==> src/rtl/fft_stage_sequencer_if.sv <==
`default_nettype none
// +--------------------------------------------------------------------------+
// | Module      : fft_stage_sequencer_if                                     |
// | Description : Control/address bundle between FFT wrapper, stage          |
// |               sequencer and the butterfly datapath / RAM / twiddle ROM.  |
// | Revision    : 1.0 - initial release                                      |
// +--------------------------------------------------------------------------+
interface fft_stage_sequencer_if #(
    parameter int LOG2N = 5
);
    localparam int SW = (LOG2N > 2) ? $clog2(LOG2N) : 1;
    localparam int AW = LOG2N;
    localparam int BW = LOG2N - 1;

    logic          EN;
    logic          START;
    logic          ABORT;
    logic          BUSY;
    logic          DONE;
    logic [LOG2N-1:0] STAGE_EN;
    logic [SW-1:0] S;
    logic          BF_VALID;
    logic [BW-1:0] BF_IDX;
    logic [AW-1:0] ADDR_A;
    logic [AW-1:0] ADDR_B;
    logic [BW-1:0] TW_ADDR;

    // The sequencer is the master: it consumes the control requests and
    // drives status plus the butterfly address stream.
    modport master (
        input  EN, START, ABORT,
        output BUSY, DONE, STAGE_EN, S, BF_VALID, BF_IDX, ADDR_A, ADDR_B, TW_ADDR
    );

    modport slave (
        output EN, START, ABORT,
        input  BUSY, DONE, STAGE_EN, S, BF_VALID, BF_IDX, ADDR_A, ADDR_B, TW_ADDR
    );
endinterface
`default_nettype wire

==> src/rtl/fft_stage_sequencer.sv <==
`default_nettype none
// +--------------------------------------------------------------------------+
// | Module      : fft_stage_sequencer                                        |
// | Description : Radix-2 DIT FFT stage/butterfly sequencer with per-stage   |
// |               pipeline drain and start/done handshake.                   |
// | Revision    : 1.0 - initial release                                      |
// +--------------------------------------------------------------------------+
module fft_stage_sequencer #(
    parameter int LOG2N    = 5,
    parameter int PIPE_LAT = 2
) (
    input  wire logic             CLK,
    input  wire logic             RST,
    fft_stage_sequencer_if.master bus
);
    localparam int SW = (LOG2N > 2) ? $clog2(LOG2N) : 1;
    localparam int AW = LOG2N;
    localparam int BW = LOG2N - 1;

    localparam logic [1:0] C_ST_IDLE  = 2'd0;
    localparam logic [1:0] C_ST_RUN   = 2'd1;
    localparam logic [1:0] C_ST_DRAIN = 2'd2;
    localparam logic [1:0] C_ST_FIN   = 2'd3;

    localparam logic [BW-1:0] C_BF_LAST    = '1;
    localparam logic [SW-1:0] C_S_LAST     = SW'(LOG2N - 1);
    localparam logic [3:0]    C_DRAIN_LAST = 4'(PIPE_LAT - 1);
    localparam logic [SW:0]   C_TW_TOP     = (SW + 1)'(LOG2N - 1);

    logic [1:0]       state_q,    state_d;
    logic             busy_q,     busy_d;
    logic             done_q,     done_d;
    logic [LOG2N-1:0] stage_en_q, stage_en_d;
    logic [SW-1:0]    s_q,        s_d;
    logic             valid_q,    valid_d;
    logic [BW-1:0]    bf_idx_q,   bf_idx_d;
    logic [3:0]       drain_q,    drain_d;
    logic [AW-1:0]    addr_a_q,   addr_a_d;
    logic [AW-1:0]    addr_b_q,   addr_b_d;
    logic [BW-1:0]    tw_addr_q,  tw_addr_d;

    logic             w_stage_end;
    logic             w_clr;
    logic [AW-1:0]    w_bf_ext;
    logic [AW-1:0]    w_half;
    logic [AW-1:0]    w_grp_base;
    logic [AW-1:0]    w_pos;
    logic [AW-1:0]    w_addr_a;
    logic [BW-1:0]    w_pos_bw;
    logic [SW:0]      w_tw_sh;
    logic [BW-1:0]    w_tw;

    always_comb begin
        state_d     = state_q;
        busy_d      = busy_q;
        done_d      = done_q;
        stage_en_d  = stage_en_q;
        s_d         = s_q;
        valid_d     = valid_q;
        bf_idx_d    = bf_idx_q;
        drain_d     = drain_q;
        w_stage_end = 1'b0;

        if (bus.EN) begin
            if (bus.ABORT) begin
                state_d    = C_ST_IDLE;
                busy_d     = 1'b0;
                done_d     = 1'b0;
                stage_en_d = '0;
                s_d        = '0;
                valid_d    = 1'b0;
                bf_idx_d   = '0;
                drain_d    = '0;
            end else begin
                case (state_q)
                    C_ST_IDLE: begin
                        if (bus.START) begin
                            state_d    = C_ST_RUN;
                            busy_d     = 1'b1;
                            done_d     = 1'b0;
                            stage_en_d = LOG2N'(1);
                            s_d        = '0;
                            valid_d    = 1'b1;
                            bf_idx_d   = '0;
                        end
                    end
                    C_ST_RUN: begin
                        if (bf_idx_q != C_BF_LAST) begin
                            bf_idx_d = bf_idx_q + 1'b1;
                        end else if (PIPE_LAT > 0) begin
                            state_d = C_ST_DRAIN;
                            valid_d = 1'b0;
                            drain_d = '0;
                        end else begin
                            w_stage_end = 1'b1;
                        end
                    end
                    C_ST_DRAIN: begin
                        if (drain_q != C_DRAIN_LAST) begin
                            drain_d = drain_q + 4'd1;
                        end else begin
                            w_stage_end = 1'b1;
                        end
                    end
                    C_ST_FIN: begin
                        state_d = C_ST_IDLE;
                        busy_d  = 1'b0;
                        done_d  = 1'b0;
                    end
                    default: begin
                        state_d = C_ST_IDLE;
                    end
                endcase

                // Shared exit of a stage: either advance to the next one or finish.
                if (w_stage_end) begin
                    bf_idx_d = '0;
                    if (s_q == C_S_LAST) begin
                        state_d    = C_ST_FIN;
                        done_d     = 1'b1;
                        stage_en_d = '0;
                        s_d        = '0;
                        valid_d    = 1'b0;
                    end else begin
                        state_d    = C_ST_RUN;
                        s_d        = s_q + SW'(1);
                        stage_en_d = stage_en_q << 1;
                        valid_d    = 1'b1;
                    end
                end
            end
        end
    end

    // Addresses are computed from the next-cycle index so they register in step with BF_IDX.
    always_comb begin
        w_clr      = (state_d == C_ST_IDLE) || (state_d == C_ST_FIN);
        w_bf_ext   = {1'b0, bf_idx_d};
        w_half     = AW'(1) << s_d;
        w_grp_base = (w_bf_ext >> s_d) << s_d;
        w_pos      = w_bf_ext & (w_half - AW'(1));
        w_addr_a   = (w_grp_base << 1) | w_pos;
        w_pos_bw   = w_pos[BW-1:0];
        w_tw_sh    = C_TW_TOP - {1'b0, s_d};
        w_tw       = w_pos_bw << w_tw_sh;
        addr_a_d   = w_clr ? '0 : w_addr_a;
        addr_b_d   = w_clr ? '0 : (w_addr_a | w_half);
        tw_addr_d  = w_clr ? '0 : w_tw;
    end

    always_ff @(posedge CLK or posedge RST) begin
        if (RST) begin
            state_q    <= C_ST_IDLE;
            busy_q     <= 1'b0;
            done_q     <= 1'b0;
            stage_en_q <= '0;
            s_q        <= '0;
            valid_q    <= 1'b0;
            bf_idx_q   <= '0;
            drain_q    <= '0;
            addr_a_q   <= '0;
            addr_b_q   <= '0;
            tw_addr_q  <= '0;
        end else begin
            state_q    <= state_d;
            busy_q     <= busy_d;
            done_q     <= done_d;
            stage_en_q <= stage_en_d;
            s_q        <= s_d;
            valid_q    <= valid_d;
            bf_idx_q   <= bf_idx_d;
            drain_q    <= drain_d;
            addr_a_q   <= addr_a_d;
            addr_b_q   <= addr_b_d;
            tw_addr_q  <= tw_addr_d;
        end
    end

    assign bus.BUSY     = busy_q;
    assign bus.DONE     = done_q;
    assign bus.STAGE_EN = stage_en_q;
    assign bus.S        = s_q;
    assign bus.BF_VALID = valid_q;
    assign bus.BF_IDX   = bf_idx_q;
    assign bus.ADDR_A   = addr_a_q;
    assign bus.ADDR_B   = addr_b_q;
    assign bus.TW_ADDR  = tw_addr_q;

endmodule
`default_nettype wire

==> src/flat_wrapper.sv <==
// flat-port wrapper written by rule: the top's interface ports become plain ports
module fft_stage_sequencer_flat 
#(
    parameter int LOG2N    = 5,
    parameter int PIPE_LAT = 2
)
  (CLK, RST, bus_EN, bus_START, bus_ABORT, bus_BUSY, bus_DONE, bus_STAGE_EN, bus_S, bus_BF_VALID, bus_BF_IDX, bus_ADDR_A, bus_ADDR_B, bus_TW_ADDR);
  fft_stage_sequencer_if #(.LOG2N(LOG2N)) bus_i ();
  input  wire logic CLK;
  input  wire logic RST;
  input wire logic [$bits(bus_i.EN)-1:0] bus_EN;
  input wire logic [$bits(bus_i.START)-1:0] bus_START;
  input wire logic [$bits(bus_i.ABORT)-1:0] bus_ABORT;
  output wire logic [$bits(bus_i.BUSY)-1:0] bus_BUSY;
  output wire logic [$bits(bus_i.DONE)-1:0] bus_DONE;
  output wire logic [$bits(bus_i.STAGE_EN)-1:0] bus_STAGE_EN;
  output wire logic [$bits(bus_i.S)-1:0] bus_S;
  output wire logic [$bits(bus_i.BF_VALID)-1:0] bus_BF_VALID;
  output wire logic [$bits(bus_i.BF_IDX)-1:0] bus_BF_IDX;
  output wire logic [$bits(bus_i.ADDR_A)-1:0] bus_ADDR_A;
  output wire logic [$bits(bus_i.ADDR_B)-1:0] bus_ADDR_B;
  output wire logic [$bits(bus_i.TW_ADDR)-1:0] bus_TW_ADDR;
  assign bus_i.EN = bus_EN;
  assign bus_i.START = bus_START;
  assign bus_i.ABORT = bus_ABORT;
  assign bus_BUSY = bus_i.BUSY;
  assign bus_DONE = bus_i.DONE;
  assign bus_STAGE_EN = bus_i.STAGE_EN;
  assign bus_S = bus_i.S;
  assign bus_BF_VALID = bus_i.BF_VALID;
  assign bus_BF_IDX = bus_i.BF_IDX;
  assign bus_ADDR_A = bus_i.ADDR_A;
  assign bus_ADDR_B = bus_i.ADDR_B;
  assign bus_TW_ADDR = bus_i.TW_ADDR;
  fft_stage_sequencer #(.LOG2N(LOG2N), .PIPE_LAT(PIPE_LAT)) u_core (.CLK(CLK), .RST(RST), .bus(bus_i));
endmodule
==> config.mk <==
export PLATFORM = sky130hd
export DESIGN_NAME = fft_stage_sequencer_flat
export DESIGN_NICKNAME = d
export VERILOG_FILES = /design/src/rtl/fft_stage_sequencer_if.sv /design/src/rtl/fft_stage_sequencer.sv /design/src/flat_wrapper.sv
export SDC_FILE = /design/constraint.sdc
export NUM_CORES = 1
export LEC_CHECK = 0
export ABC_AREA = 1
export ABC_CLOCK_PERIOD_IN_PS = 2800
export BUFFER_PORTS_ARGS = -buffer_cell sky130_fd_sc_hd__buf_2
export CORE_MARGIN = 10
export CORE_UTILIZATION = 25
export CTS_BUF_LIST = sky130_fd_sc_hd__clkbuf_8
export CTS_CLUSTER_SIZE = 10
export DETAILED_ROUTE_END_ITERATION = 8
export PLACE_DENSITY_LB_ADDON = 0.08
export SLEW_MARGIN = 15
export SYNTH_ARGS = -nofsm -noshare
export SYNTH_HDL_FRONTEND = slang
export SYNTH_SLANG_ARGS = --single-unit
==> constraint.sdc <==
create_clock -name CLK -period 2.8 [get_ports CLK]
set_clock_uncertainty 0.15 [all_clocks]
set_input_delay 0.56 -clock CLK [delete_from_list [all_inputs] [get_ports CLK]]
set_output_delay 0.56 -clock CLK [all_outputs]
set_load 0.01 [all_outputs]
==> results.md <==
* Maximum root-to-sink buffer count at 2
* TritonCTS clock tree: built
* Top Ports at 34
* Clk_lat worst skew at 290 ps
* Met2 Usage GRT at 15.2%
* Primary FF master, synth: dfrtp_1
* H-tree lvl count at 2
* Cell-internal power at 887 uW
* Layout cells sized above 1 at 31.9%
* Max cap viols at 0
* I/O Buffers at 33
* Chip height at 117 um
* Core Region at 9150 um2
* Clock transition at the registers of the reported paths at 90 ps
* First-pass DRT Iterations at 4
* Area share of xor/xnor cells in the synthesized design at 0.752%
* Synth cell count leaders: 83 x nand2_1, 40 x inv_1, 35 x dfrtp_1
* Row count at 35
* Mux contribution to synthesized area at 0%
* Cells after Synth at 303
* Antenna Cells at 0
* Met3 Usage GRT at 2.98%
* Synth top area cells: dfrtp_1 38%, nand2_1 13%, ha_1 8.6%
* Clock share of power at 37.8%
* Via count at 2141
* Post-Syn Nets at 324
* Worst vdd ir at 0.000190 V
* Setup TNS at 0 ps
* Post-layout net count at 390
* Grt met1 use at 14.8%
* Die area at 13600 um2
* Unrepaired setup endpoints after global routing: no
* Initial antenna violation count at 0
* Crit-path max FO at 6
* FMAX at 380 MHz
* Adder-cell share of the synthesized area at 8.60%
* Global route total overflow at 0
* Cell family with most CP delay: adder cells
* Worst EP required at 2870 ps
* Post-synth EDFFs at 0
* Sequential cell area at 877 um2
* Crit. End Element: flip-flop
* Max stage delay on crit path at 430 ps
* Max_slew headroom at 67.6%
* Worst-margin pin slew at 485 ps
* # DRC at 0
* Starting density of the core at 25.4%
* CP Data Arrival Time at 2700 ps
* Detailed Place HPWL at 5.06 mm
* Cts hold-fix bufs at 0
* Largest net degree at the start of global routing at 36
* Top-count cell post-synth: nand2_1
* Setup violators final at 0
* YS warnings at 0
* Crit path top cell by count: nand2_1
* Total global-route track usage at 10.5%
* Power per cell area at 422 nW/um2
* Minimum clock period at 2630 ps
* Combinational family with the most area after synthesis: simple AND/OR/NAND/NOR gates
* Sw Share at 30.7%
* Vias in the first global route at 2151
* Worst path buffer plus inverter count at 3
* CTS sink cnt at 35
* Sequential area share after synthesis at 37.6%
* Most Crowded Layer GR: met2
* Setup crit start: u_core.state_q[0]
* Synth cell types at 35
* Reg2reg start: u_core.state_q[0]
* Startpoint Class: flip-flop
* Post-synthesis cell area at 2330 um2
* Leakage at 0.00162 uW
* Area leader, netlist: dfrtp_1
* Status: complete, no violations
* Fin. Hold Viols at 0
* Final Cell Area at 3030 um2
* CTS buffer count at 5
* DRT iter0 DRCs at 122
* Synth Area in Compound Gates at 12.5%
* Flops & latches, synth at 35
* Combinational power share at 19.6%
* Clk root buf: clkbuf_8
* Flop pwr share at 42.5%
* Gpl congestion at 0.819
* Final Slew Violations at 0
* Area after DPL at 2800 um2
* Fillers at 985
* First-pass GRT wire length at 11.2 mm
* Yosys top cell area share at 37.6%
* Worst path slowest cell: dfrtp_1
* WL/cell at 13.8 um
* Hold Path Class: input port to async pin
* Drt via density at 4.45
* Simple-gate share of the synthesized area at 31.1%
* Final ANT Viol Nets at 0
* CP Cell Sequence: inv_4, ha_4, nand2_1, inv_2, nand2_4, o21ai_4, nand2_2, a21boi_4, ha_2, nand2_1, ha_4, inv_1, nand2_2, o21ai_1, nand2_1, nand2_1, nand3_2, a21oi_2
* Post-Route WL at 6.66 mm
* Die Width at 117 um
* Synth async-reset ratio at 100%
* Fin crit share at 93.9%
* Post-Syn Area per Cell at 7.68 um2
* Multi-input logic area at 1320 um2
* Critical path type: flip-flop to flip-flop
* Area growth syn-to-layout at 30.2%
* Sw Pwr at 393 uW
-- power by group through the flow --
stage | Sequential, uW | Combinational [uW] | Clock, uW
6_report | 544 | 251 | 484
5_1_grt | 548 | 286 | 522
4_1_cts | 544 | 247 | 508
3_5_place_dp | 554 | 245 | 0
3_3_place_gp | 553 | 251 | 0
2_1_floorplan | 562 | 147 | 0
-- per-layer routing --
metal  vias to the layer above  share of wire [%]
met3                         4                6.0
met2                        48                 42
met5                         -                  0
li1                       1103                  -
met1                       986                 51
met4                         0               0.77
-- stage by stage --
| stage | total power (uW) | std cells | worst slack (ps) | utilization, % | hold WS [ps] |
|---|---|---|---|---|---|
| floorplan | 709 | 303 | 24.0 | - | 335 |
| finish | 1280 | 481 | 172 | 33.1 | 223 |
| detailed placement | 800 | 465 | 50.8 | 30.6 | 305 |
| global placement | 804 | 465 | 108 | 30.6 | 303 |
| CTS | 1300 | 473 | 41.3 | 32.0 | 240 |
| global route | 1360 | 481 | 4.81 | 33.1 | 274 |
-- worst paths after layout --
path                            cells past startpoint                    end  slack [ps]
worst max-delay path                               18  u_core.bus.TW_ADDR[3]         170
max in group asynchronous                           3      u_core.state_q[1]        1930
worst min register to register                      2        u_core.bus.DONE         320
min in group CLK                                    2        u_core.bus.DONE         320
worst min-delay path                                3   u_core.bus.ADDR_A[2]         220
worst max register to register                     18  u_core.bus.TW_ADDR[3]         170
-- kinds of logic after synthesis --
logic type	Yosys count
fa+ha+maj	16
xor+xnor	2
flops	35
simple gates	156
compound gates	43
buf+inv	51
-- final cells by class --
class	instances	share of cell area, %
Inverter	45	5.82
Clock buffer	5	2.27
Timing Repair Buffer	65	13.4
Multi-Input combinational cell	217	43.6
Clock inverter	3	1.44
Sequential cell	35	28.9
Tap cell	111	4.58
-- timing repair --
action,4_1_cts,5_1_grt
pin swaps,0,8
endpoints found under the hold margin,0,0
resized for setup,1,12
setup endpoints to repair,1,3
buffers inserted,0,8
-- cell usage in the layout, fill, tap and decap left out, types with 5 or more instances in the layout --
master | netlist | routed
dfrtp_1 | 35 | 34
a21oi_1 | 13 | 13
ha_4 | 0 | 5
ha_1 | 16 | 10
nor2_1 | 20 | 19
buf_4 | 3 | 32
clkbuf_8 | 0 | 5
o21ai_0 | 10 | 10
nand3_1 | 32 | 30
inv_1 | 40 | 35
buf_2 | 1 | 33
nand2_1 | 83 | 82
inv_2 | 5 | 7
nand3_2 | 5 | 7
-- worst min-delay path, delay by kind of cell --
family	cells	cell delay, ps
buf+inv	3	540
-- registers in the layout (all words and copies together) (netlist names) --
name and cells:
u_core.bus.DONE 1, u_core.bus.TW_ADDR 4, u_core.bus.BF_IDX 4, u_core.drain_q 4
u_core.bus.BUSY 1, u_core.bus.STAGE_EN 5, u_core.bus.BF_VALID 1, u_core.bus.ADDR_B 5
u_core.bus.ADDR_A 5, u_core.bus.S 3, u_core.state_q 2
Note: power is estimated with default switching activity, not from simulation.
